### src/rtl/axi_lite_regfile_if.sv
`default_nettype none
// =============================================================================
// Module   : AXI_LITE
// Brief    : AXI4-Lite bus bundle with master and slave views.
// Revision : 1.0
// =============================================================================
interface AXI_LITE;
    logic [31:0] awaddr;
    logic        awvalid;
    logic        awready;
    logic [31:0] wdata;
    logic [3:0]  wstrb;
    logic        wvalid;
    logic        wready;
    logic        wlast;
    logic [1:0]  bresp;
    logic        bvalid;
    logic        bready;
    logic [31:0] araddr;
    logic        arvalid;
    logic        arready;
    logic [31:0] rdata;
    logic [1:0]  rresp;
    logic        rvalid;
    logic        rready;
    logic        rlast;

    modport slave (
        input  awaddr, awvalid, wdata, wstrb, wvalid, wlast, bready,
        input  araddr, arvalid, rready,
        output awready, wready, bresp, bvalid, arready, rdata, rresp, rvalid, rlast
    );

    modport master (
        output awaddr, awvalid, wdata, wstrb, wvalid, wlast, bready,
        output araddr, arvalid, rready,
        input  awready, wready, bresp, bvalid, arready, rdata, rresp, rvalid, rlast
    );
endinterface
`default_nettype wire

### src/rtl/axi_lite_regfile.sv
`default_nettype none
// =============================================================================
// Module   : axi_lite_regfile
// Brief    : AXI4-Lite slave exposing NUM_REGS 32-bit byte-writable registers.
// Revision : 1.0
// =============================================================================
module axi_lite_regfile #(
    parameter int          NUM_REGS  = 16,
    parameter logic [31:0] BASE_ADDR = 32'h0000_0000
) (
    input  logic                     clk,
    input  logic                     resetn,
    AXI_LITE.slave                   axi_slave,
    output logic [32*NUM_REGS-1:0]   regs_o,
    output logic                     wr_pulse_o,
    output logic [7:0]               wr_idx_o
);

    localparam int          c_IDX_W = (NUM_REGS > 1) ? $clog2(NUM_REGS) : 1;
    localparam logic [31:0] c_SPAN  = 32'(4 * NUM_REGS);

    typedef enum logic [1:0] {
        W_IDLE    = 2'd0,
        W_HAVE_AW = 2'd1,
        W_HAVE_W  = 2'd2,
        W_RESP    = 2'd3
    } wstate_t;

    typedef enum logic {
        R_IDLE = 1'b0,
        R_DATA = 1'b1
    } rstate_t;

    // Offset compare also rejects addresses below BASE_ADDR via unsigned wrap.
    function automatic logic in_range(input logic [31:0] a);
        logic [31:0] off;
        off = a - BASE_ADDR;
        return (off < c_SPAN);
    endfunction

    function automatic logic [c_IDX_W-1:0] reg_idx(input logic [31:0] a);
        logic [31:0] off;
        off = a - BASE_ADDR;
        return off[c_IDX_W+1:2];
    endfunction

    logic [31:0]        r_regs [NUM_REGS];
    wstate_t            r_wstate, w_wstate_nxt;
    rstate_t            r_rstate, w_rstate_nxt;
    logic [31:0]        r_awaddr, r_wdata, r_rdata;
    logic [3:0]         r_wstrb;
    logic [1:0]         r_bresp, r_rresp;
    logic               r_wr_pulse;
    logic [7:0]         r_wr_idx;

    logic               w_awready, w_wready, w_arready;
    logic               w_commit, w_latch_aw, w_latch_w, w_capture;
    logic [31:0]        w_c_addr, w_c_data;
    logic [3:0]         w_c_strb;
    logic [c_IDX_W-1:0] w_c_idx;
    logic               w_unused;

    assign w_unused = axi_slave.wlast;
    assign w_c_idx  = reg_idx(w_c_addr);

    always_comb begin
        w_wstate_nxt = r_wstate;
        w_awready    = 1'b0;
        w_wready     = 1'b0;
        w_commit     = 1'b0;
        w_latch_aw   = 1'b0;
        w_latch_w    = 1'b0;
        w_c_addr     = r_awaddr;
        w_c_data     = r_wdata;
        w_c_strb     = r_wstrb;
        case (r_wstate)
            W_IDLE: begin
                w_awready = 1'b1;
                w_wready  = 1'b1;
                if (axi_slave.awvalid && axi_slave.wvalid) begin
                    w_commit     = 1'b1;
                    w_c_addr     = axi_slave.awaddr;
                    w_c_data     = axi_slave.wdata;
                    w_c_strb     = axi_slave.wstrb;
                    w_wstate_nxt = W_RESP;
                end else if (axi_slave.awvalid) begin
                    w_latch_aw   = 1'b1;
                    w_wstate_nxt = W_HAVE_AW;
                end else if (axi_slave.wvalid) begin
                    w_latch_w    = 1'b1;
                    w_wstate_nxt = W_HAVE_W;
                end
            end
            W_HAVE_AW: begin
                w_wready = 1'b1;
                if (axi_slave.wvalid) begin
                    w_commit     = 1'b1;
                    w_c_data     = axi_slave.wdata;
                    w_c_strb     = axi_slave.wstrb;
                    w_wstate_nxt = W_RESP;
                end
            end
            W_HAVE_W: begin
                w_awready = 1'b1;
                if (axi_slave.awvalid) begin
                    w_commit     = 1'b1;
                    w_c_addr     = axi_slave.awaddr;
                    w_wstate_nxt = W_RESP;
                end
            end
            W_RESP: begin
                if (axi_slave.bready) w_wstate_nxt = W_IDLE;
            end
            default: w_wstate_nxt = W_IDLE;
        endcase
        // Readies drop as soon as reset is asserted, not one edge later.
        if (!resetn) begin
            w_awready = 1'b0;
            w_wready  = 1'b0;
        end
    end

    always_ff @(posedge clk) begin
        if (!resetn) r_wstate <= W_IDLE;
        else         r_wstate <= w_wstate_nxt;
    end

    always_ff @(posedge clk) begin
        if (!resetn) begin
            r_awaddr   <= '0;
            r_wdata    <= '0;
            r_wstrb    <= '0;
            r_bresp    <= 2'b00;
            r_wr_pulse <= 1'b0;
            r_wr_idx   <= '0;
            for (int i = 0; i < NUM_REGS; i++) r_regs[i] <= '0;
        end else begin
            r_wr_pulse <= 1'b0;
            if (w_latch_aw) r_awaddr <= axi_slave.awaddr;
            if (w_latch_w) begin
                r_wdata <= axi_slave.wdata;
                r_wstrb <= axi_slave.wstrb;
            end
            if (w_commit) begin
                r_bresp <= in_range(w_c_addr) ? 2'b00 : 2'b10;
                if (in_range(w_c_addr) && (w_c_strb != 4'h0)) begin
                    for (int b = 0; b < 4; b++) begin
                        if (w_c_strb[b]) r_regs[w_c_idx][8*b +: 8] <= w_c_data[8*b +: 8];
                    end
                    r_wr_pulse <= 1'b1;
                    r_wr_idx   <= 8'(w_c_idx);
                end
            end
        end
    end

    always_comb begin
        w_rstate_nxt = r_rstate;
        w_arready    = 1'b0;
        w_capture    = 1'b0;
        case (r_rstate)
            R_IDLE: begin
                w_arready = 1'b1;
                if (axi_slave.arvalid) begin
                    w_capture    = 1'b1;
                    w_rstate_nxt = R_DATA;
                end
            end
            R_DATA: begin
                if (axi_slave.rready) w_rstate_nxt = R_IDLE;
            end
            default: w_rstate_nxt = R_IDLE;
        endcase
        if (!resetn) w_arready = 1'b0;
    end

    // Capture reads the pre-commit register value on a same-edge write.
    always_ff @(posedge clk) begin
        if (!resetn) begin
            r_rstate <= R_IDLE;
            r_rdata  <= '0;
            r_rresp  <= 2'b00;
        end else begin
            r_rstate <= w_rstate_nxt;
            if (w_capture) begin
                r_rdata <= in_range(axi_slave.araddr) ? r_regs[reg_idx(axi_slave.araddr)] : 32'h0;
                r_rresp <= in_range(axi_slave.araddr) ? 2'b00 : 2'b10;
            end
        end
    end

    assign axi_slave.awready = w_awready;
    assign axi_slave.wready  = w_wready;
    assign axi_slave.bvalid  = (r_wstate == W_RESP);
    assign axi_slave.bresp   = r_bresp;
    assign axi_slave.arready = w_arready;
    assign axi_slave.rvalid  = (r_rstate == R_DATA);
    assign axi_slave.rlast   = (r_rstate == R_DATA);
    assign axi_slave.rdata   = r_rdata;
    assign axi_slave.rresp   = r_rresp;
    assign wr_pulse_o        = r_wr_pulse;
    assign wr_idx_o          = r_wr_idx;

    generate
        for (genvar i = 0; i < NUM_REGS; i++) begin : g_flat
            assign regs_o[32*i +: 32] = r_regs[i];
        end
    endgenerate

endmodule
`default_nettype wire
### src/flat_wrapper.sv
// flat-port wrapper written by rule: the top's interface ports become plain ports
module axi_lite_regfile_flat 
#(
    parameter int          NUM_REGS  = 16,
    parameter logic [31:0] BASE_ADDR = 32'h0000_0000
)
  (clk, resetn, regs_o, wr_pulse_o, wr_idx_o, axi_slave_awaddr, axi_slave_awvalid, axi_slave_wdata, axi_slave_wstrb, axi_slave_wvalid, axi_slave_wlast, axi_slave_bready, axi_slave_araddr, axi_slave_arvalid, axi_slave_rready, axi_slave_awready, axi_slave_wready, axi_slave_bresp, axi_slave_bvalid, axi_slave_arready, axi_slave_rdata, axi_slave_rresp, axi_slave_rvalid, axi_slave_rlast);
  AXI_LITE axi_slave_i ();
  input  logic clk;
  input  logic resetn;
  output logic [32*NUM_REGS-1:0] regs_o;
  output logic wr_pulse_o;
  output logic [7:0] wr_idx_o;
  input wire logic [$bits(axi_slave_i.awaddr)-1:0] axi_slave_awaddr;
  input wire logic [$bits(axi_slave_i.awvalid)-1:0] axi_slave_awvalid;
  input wire logic [$bits(axi_slave_i.wdata)-1:0] axi_slave_wdata;
  input wire logic [$bits(axi_slave_i.wstrb)-1:0] axi_slave_wstrb;
  input wire logic [$bits(axi_slave_i.wvalid)-1:0] axi_slave_wvalid;
  input wire logic [$bits(axi_slave_i.wlast)-1:0] axi_slave_wlast;
  input wire logic [$bits(axi_slave_i.bready)-1:0] axi_slave_bready;
  input wire logic [$bits(axi_slave_i.araddr)-1:0] axi_slave_araddr;
  input wire logic [$bits(axi_slave_i.arvalid)-1:0] axi_slave_arvalid;
  input wire logic [$bits(axi_slave_i.rready)-1:0] axi_slave_rready;
  output wire logic [$bits(axi_slave_i.awready)-1:0] axi_slave_awready;
  output wire logic [$bits(axi_slave_i.wready)-1:0] axi_slave_wready;
  output wire logic [$bits(axi_slave_i.bresp)-1:0] axi_slave_bresp;
  output wire logic [$bits(axi_slave_i.bvalid)-1:0] axi_slave_bvalid;
  output wire logic [$bits(axi_slave_i.arready)-1:0] axi_slave_arready;
  output wire logic [$bits(axi_slave_i.rdata)-1:0] axi_slave_rdata;
  output wire logic [$bits(axi_slave_i.rresp)-1:0] axi_slave_rresp;
  output wire logic [$bits(axi_slave_i.rvalid)-1:0] axi_slave_rvalid;
  output wire logic [$bits(axi_slave_i.rlast)-1:0] axi_slave_rlast;
  assign axi_slave_i.awaddr = axi_slave_awaddr;
  assign axi_slave_i.awvalid = axi_slave_awvalid;
  assign axi_slave_i.wdata = axi_slave_wdata;
  assign axi_slave_i.wstrb = axi_slave_wstrb;
  assign axi_slave_i.wvalid = axi_slave_wvalid;
  assign axi_slave_i.wlast = axi_slave_wlast;
  assign axi_slave_i.bready = axi_slave_bready;
  assign axi_slave_i.araddr = axi_slave_araddr;
  assign axi_slave_i.arvalid = axi_slave_arvalid;
  assign axi_slave_i.rready = axi_slave_rready;
  assign axi_slave_awready = axi_slave_i.awready;
  assign axi_slave_wready = axi_slave_i.wready;
  assign axi_slave_bresp = axi_slave_i.bresp;
  assign axi_slave_bvalid = axi_slave_i.bvalid;
  assign axi_slave_arready = axi_slave_i.arready;
  assign axi_slave_rdata = axi_slave_i.rdata;
  assign axi_slave_rresp = axi_slave_i.rresp;
  assign axi_slave_rvalid = axi_slave_i.rvalid;
  assign axi_slave_rlast = axi_slave_i.rlast;
  axi_lite_regfile #(.NUM_REGS(NUM_REGS), .BASE_ADDR(BASE_ADDR)) u_core (.clk(clk), .resetn(resetn), .axi_slave(axi_slave_i), .regs_o(regs_o), .wr_pulse_o(wr_pulse_o), .wr_idx_o(wr_idx_o));
endmodule
### config.mk
export PLATFORM = sky130hd
export DESIGN_NAME = axi_lite_regfile_flat
export DESIGN_NICKNAME = d
export VERILOG_FILES = /design/src/rtl/axi_lite_regfile_if.sv /design/src/rtl/axi_lite_regfile.sv /design/src/flat_wrapper.sv
export SDC_FILE = /design/constraint.sdc
export NUM_CORES = 1
export LEC_CHECK = 0
export BUFFER_PORTS_ARGS = -buffer_cell sky130_fd_sc_hd__buf_2
export CORE_MARGIN = 2
export CORE_UTILIZATION = 40
export CTS_CLUSTER_DIAMETER = 120
export DETAILED_ROUTE_END_ITERATION = 10
export PLACE_DENSITY = 0.75
export SLEW_MARGIN = 10
export SYNTH_ARGS = -nofsm -noshare
export SYNTH_HDL_FRONTEND = slang
export SYNTH_SLANG_ARGS = --single-unit
### constraint.sdc
create_clock -name clk -period 4.1 [get_ports clk]
set_input_delay 1.23 -clock clk [delete_from_list [all_inputs] [get_ports clk]]
set_output_delay 1.23 -clock clk [all_outputs]
set_load 0.02 [all_outputs]
---- Word-level counts from Yosys, hierarchy flattened ----
Memories as Yosys holds them, arrays and structs flattened.
Index checks and enable logic that the tools add are counted.
storage, ports and cells
  word-level logic and storage cells ...... 94
  register bits ........................... 112
  bits of input ports ..................... 108
  bits in writable memories ............... 512
  memories kept ........................... 1
  output and inout bits ................... 563
cells by class
  bitwise gates (word level) .............. 1
  multiplexer cells ....................... 63
  equal/unequal tests ..................... 7
  reduce and logical (&&, ||, !) cells .... 10
  $lt $le $gt $ge ......................... 2
memories
  name           words  bits a word  rd ports  clocked after Yosys merged registers in  wr ports  line                    source
  u_core.r_regs  16     32           17        0                                        16        axi_lite_regfile.sv:47  logic [31:0] r_regs [NUM_REGS];
operator list
  cell                                                                           number
  32-bit 2-to-1 mux                                                              6
  32-bit case mux with 2 select lines                                            2
  32-bit by 7-bit less-than comparator with 1-bit output, second input constant  2
  1-bit 2-to-1 mux                                                               39
  32-bit OR reduction                                                            1
  2-bit 2-to-1 mux                                                               8
  4-bit 2-to-1 mux                                                               4
  2-bit case mux with 4 select lines                                             1
  4-bit case mux with 2 select lines                                             1
  2-bit inequality test, second input constant                                   3
  2-bit == test, second input constant                                           2
  4-bit by 3-bit inequality test with 1-bit output, second input constant        1
  2-bit AND reduction                                                            2
  4-bit AND reduction                                                            1
  4-bit nonzero test                                                             1
  2-bit OR reduction                                                             2
  1-bit case mux with 3 select lines                                             1
  2-bit by 1-bit == test with 1-bit output, second input constant                1
  1-bit logical AND                                                              2
  2-bit logical NOT                                                              1
  1-bit case mux with 2 select lines                                             1
  1-bit inverter                                                                 1

---- Logic depth before layout (Yosys ltp) ----
  depth after elaboration ................. 11
  depth in mapped cells ................... 10
  depth with buffers taken out ............ 7

---- Worst setup path before layout ----
Ideal clock, no wire load.
  path kind ............................... input to register
  from .................................... input port axi_slave_wvalid
  to ...................................... memory u_core.r_regs[13][0], enable pin
  required time ........................... 3.713 ns
  stages .................................. 6
  path slack .............................. 0.282 ns
  arrival ................................. 3.431 ns
  path buffers ............................ 1
  library setup time ...................... 0.387 ns
  path through ............................ clkbuf_1 -> mux2i_1 -> o21ai_0 -> a222oi_1 -> nand2_2 -> o31ai_1
RTL lines
  element          line                    source
  start, declared  flat_wrapper.sv:18      input wire logic [$bits(axi_slave_i.wvalid)-1:0] axi_slave_wvalid;
  end, declared    axi_lite_regfile.sv:47

==> impl_metrics.py <==
metrics = {
    "outcome": {
        "status": "complete, no violations",
    },
    "setup_path": {
        "crit_family": "compound AO/OA/AOI/OAI gates",
        "crit_path_end_kind": "register",
        "cp_cell_sequence": "inv_1 > ha_1 > mux2_2 > a21boi_0 > a2bb2oi_1 > nand2_1 > buf_4 > o31ai_1 > buf_4",
        "worst-setup-path-type": "reg2reg",
        "slowest_stage": "ha_1",
        "path_buf_inv": 3,
        "startpoint_type": "register",
        "worst-path-stages": 9,
        "reg2reg_depth": 9,
        "cp_max_fo": 24,
        "worstPathArrival_ns": 3.79,
        "worst_path_largest_cell_delay_ns": 0.48,
        "crit_path_frequent_cell": "buf_4",
        "cp_data_required_time_ns": 4.40,
    },
    "placement": {
        "gp_congestion": 0.953,
        "io_buffers": 659,
        "dp_hpwl_mm": 76.5,
        "dp_slack_ns": 0.254,
    },
    "logic_synthesis": {
        "seq_area_frac_synth": 0.639,
        "yosys-top-cells-area": "edfxtp_1 (56%), mux4_2 (11%), dfxtp_1 (7.9%)",
        "avgSynthCellArea_um2": 13.0,
        "async_flop_share": 0,
        "synth_top_area_frac": 0.560,
        "netlist_instances": 2117,
        "synth_area_um2": 27400,
        "synthTopCellsByCount": "edfxtp_1 (512), nor3_1 (290), nor2_1 (241), nand2_1 (176), clkbuf_1 (157)",
        "ys.flop_type": "edfxtp_1",
        "ys_seq_elements": 620,
        "synth_edf_count": 512,
        "ys_types": 44,
        "yosysMostFrequentCell": "edfxtp_1",
        "yosys.area.top_type": "edfxtp_1",
        "yosys_warnings": 0,
    },
    "pwr": {
        "cellLeakagePower_nw": 13.3,
        "power.density_nw_per_um2": 461,
        "ir_drop_mv": 0.293,
    },
    "global_route": {
        "grt_overflow": 0,
        "grt_start_max_net_pins": 95,
        "antenna_found_initial": 10,
        "groute.usage.overall": 0.278,
        "grt_first_pass_wirelength_mm": 143,
        "grt_pass1_vias": 20500,
    },
    "routing": {
        "first_pass_iters": 5,
        "drtIter0Drc": 2974,
        "wl_mm": 102,
        "drc": 0,
        "drtAntennaViolNets": 0,
        "vias": 22100,
        "wl_per_cell_um": 27.2,
        "viasPerCell": 5.89,
    },
    "timing": {
        "setup_viol": 0,
        "max_slew.worst_pin.slew_ns": 0.806,
        "rsz0062_at_grt": "no",
        "finalMaxSlewViolations": 0,
        "max_freq_mhz": 286,
        "fin_crit_sh": 0.853,
        "tns_ns": 0,
        "finalCriticalPeriod_ns": 3.50,
        "layout_setup_ws_ns": 0.604,
        "slew_headroom": 0.461,
        "final_hold_viol_count": 0,
        "finalClockSkew_ns": 0.0315,
    },
    "die": {
        "die_h_um": 266,
        "die_w_um": 266,
        "coreArea_um2": 68200,
        "row_count": 96,
        "pin_count": 671,
        "die_area_um2": 70700,
        "initial_utilization": 0.402,
    },
    "clocking": {
        "cts_setup_buffers": 0,
        "cts_inserted_buffers": 68,
        "htreeDepth": 3,
        "ctsRootBufferMaster": "clkbuf_16",
        "clock_path_buffers": 3,
        "clock-sinks": 620,
        "clk_latency_ns": 0.60,
        "cts_tree": "yes",
        "cts_resized": 0,
        "holdBufCountCts": 0,
        "path_clk_slew_ns": 0.06,
    },
    "final_layout": {
        "final_util": 0.509,
        "areaGrowthSynthToFinish_pct": 26.5,
        "fill_cells": 5859,
        "nets": 2933,
        "layout-drive-gt1-share": 0.381,
    },
    "hold_path": {
        "hp-class": "reg2reg",
        "hold_depth": 2,
    },
    "flow_run": {
        "cap_violations": 0,
    },
}
-- logic make-up after synthesis --
group | after synthesis | synth area share
other cells | 1 | 0.000137
fa+ha+maj | 4 | 0.00182
mux | 168 | 0.120
buf+inv | 227 | 0.0352
simple gates | 798 | 0.131
flops | 620 | 0.639
compound gates | 299 | 0.0730
-- flip-flops by register name, indices dropped and copies added (netlist names) --
| name | count |
|---|---|
| u_core.axi_slave.rlast | 1 |
| u_core.r_regs | 512 |
| u_core.wr_idx_o | 4 |
| u_core.wr_pulse_o | 1 |
| u_core.r_wstate | 2 |
| u_core.r_awaddr | 30 |
| u_core.r_wstrb | 4 |
| u_core.r_wdata | 32 |
| u_core.axi_slave.rresp | 1 |
| u_core.axi_slave.rdata | 32 |
| u_core.axi_slave.bresp | 1 |
-- stage by stage --
step | cells | instance area [um2] | hold WS (ns) | total power, mW
final | 3758 | 34700 | 0.453 | 16.0
after global routing | 3756 | 34700 | 0.469 | 16.5
after floorplan | 2122 | 27500 | 0.436 | 8.96
after global placement | 3633 | 32500 | 0.443 | 9.99
after detailed placement | 3633 | 32500 | 0.444 | 10.0
after CTS | 3754 | 34700 | 0.454 | 16.1
-- power breakdown --
group / total [mW] / leakage [nW] / internal, mW / switching, mW
clock network: 6.07 / 1.06 / 3.50 / 2.57
registers: 7.24 / 6.16 / 7.06 / 0.181
logic: 2.71 / 6.05 / 0.866 / 1.84
total: 16.0 / 13.3 / 11.4 / 4.59
-- path summary, 6_finish.rpt --
| path | from | end | slack, ns |
|---|---|---|---|
| hold / removal | u_core.r_awaddr[27] | u_core.r_awaddr[27] | 0.45 |
| hold reg to reg | u_core.r_awaddr[27] | u_core.r_awaddr[27] | 0.45 |
| setup / recovery | u_core.r_wstate[1] | u_core.r_regs[15][14] | 0.60 |
| setup reg to reg | u_core.r_wstate[1] | u_core.r_regs[15][14] | 0.60 |
-- layout by cell type (no fill, tap or decap), types with 5 or more instances in the layout --
master	count
a21oi_1	103
edfxtp_1	512
nor2b_1	32
buf_12	10
o31ai_1	36
mux4_2	128
a22o_1	68
clkbuf_1	16
buf_4	182
inv_1	6
dfxtp_1	108
clkinv_1	7
nand2_1	176
a22oi_1	6
and2_1	5
nor3_1	289
clkbuf_16	70
a211oi_1	35
clkinv_2	10
mux2i_1	36
nand2_2	6
o21ai_0	33
bufinv_16	5
nor4_1	20
conb_1	6
buf_2	656
nand4_1	8
nor2_1	240
nand3_1	8
-- cell type report --
cell class	instances	area (um2)	area share
Multi-Input combinational cell	1275	8980	0.259
Sequential cell	620	17500	0.505
Inverter	7	26.3	0.000757
Timing Repair Buffer	849	4860	0.140
Antenna cell	4	10.0	0.000288
Clock inverter	34	357	0.0103
Clock buffer	87	1830	0.0526
Tap cell	882	1100	0.0318
-- per-layer routing --
layer | wire [um] | global-route usage
met2 | 46600 | 0.429
met5 | 31 | 0
met3 | 12300 | 0.0791
met4 | 3660 | 0.0985
met1 | 39400 | 0.378
-- worst register-to-register path, delay by kind of cell, from the launching register on --
| family | cells | cell delay, ns |
|---|---|---|
| simple gates | 1 | 0.17 |
| mux | 1 | 0.41 |
| compound gates | 3 | 1.22 |
| flops | 1 | 0.33 |
| buf+inv | 3 | 0.59 |
| fa+ha+maj | 1 | 0.48 |
(Power assumes the default switching activity.)
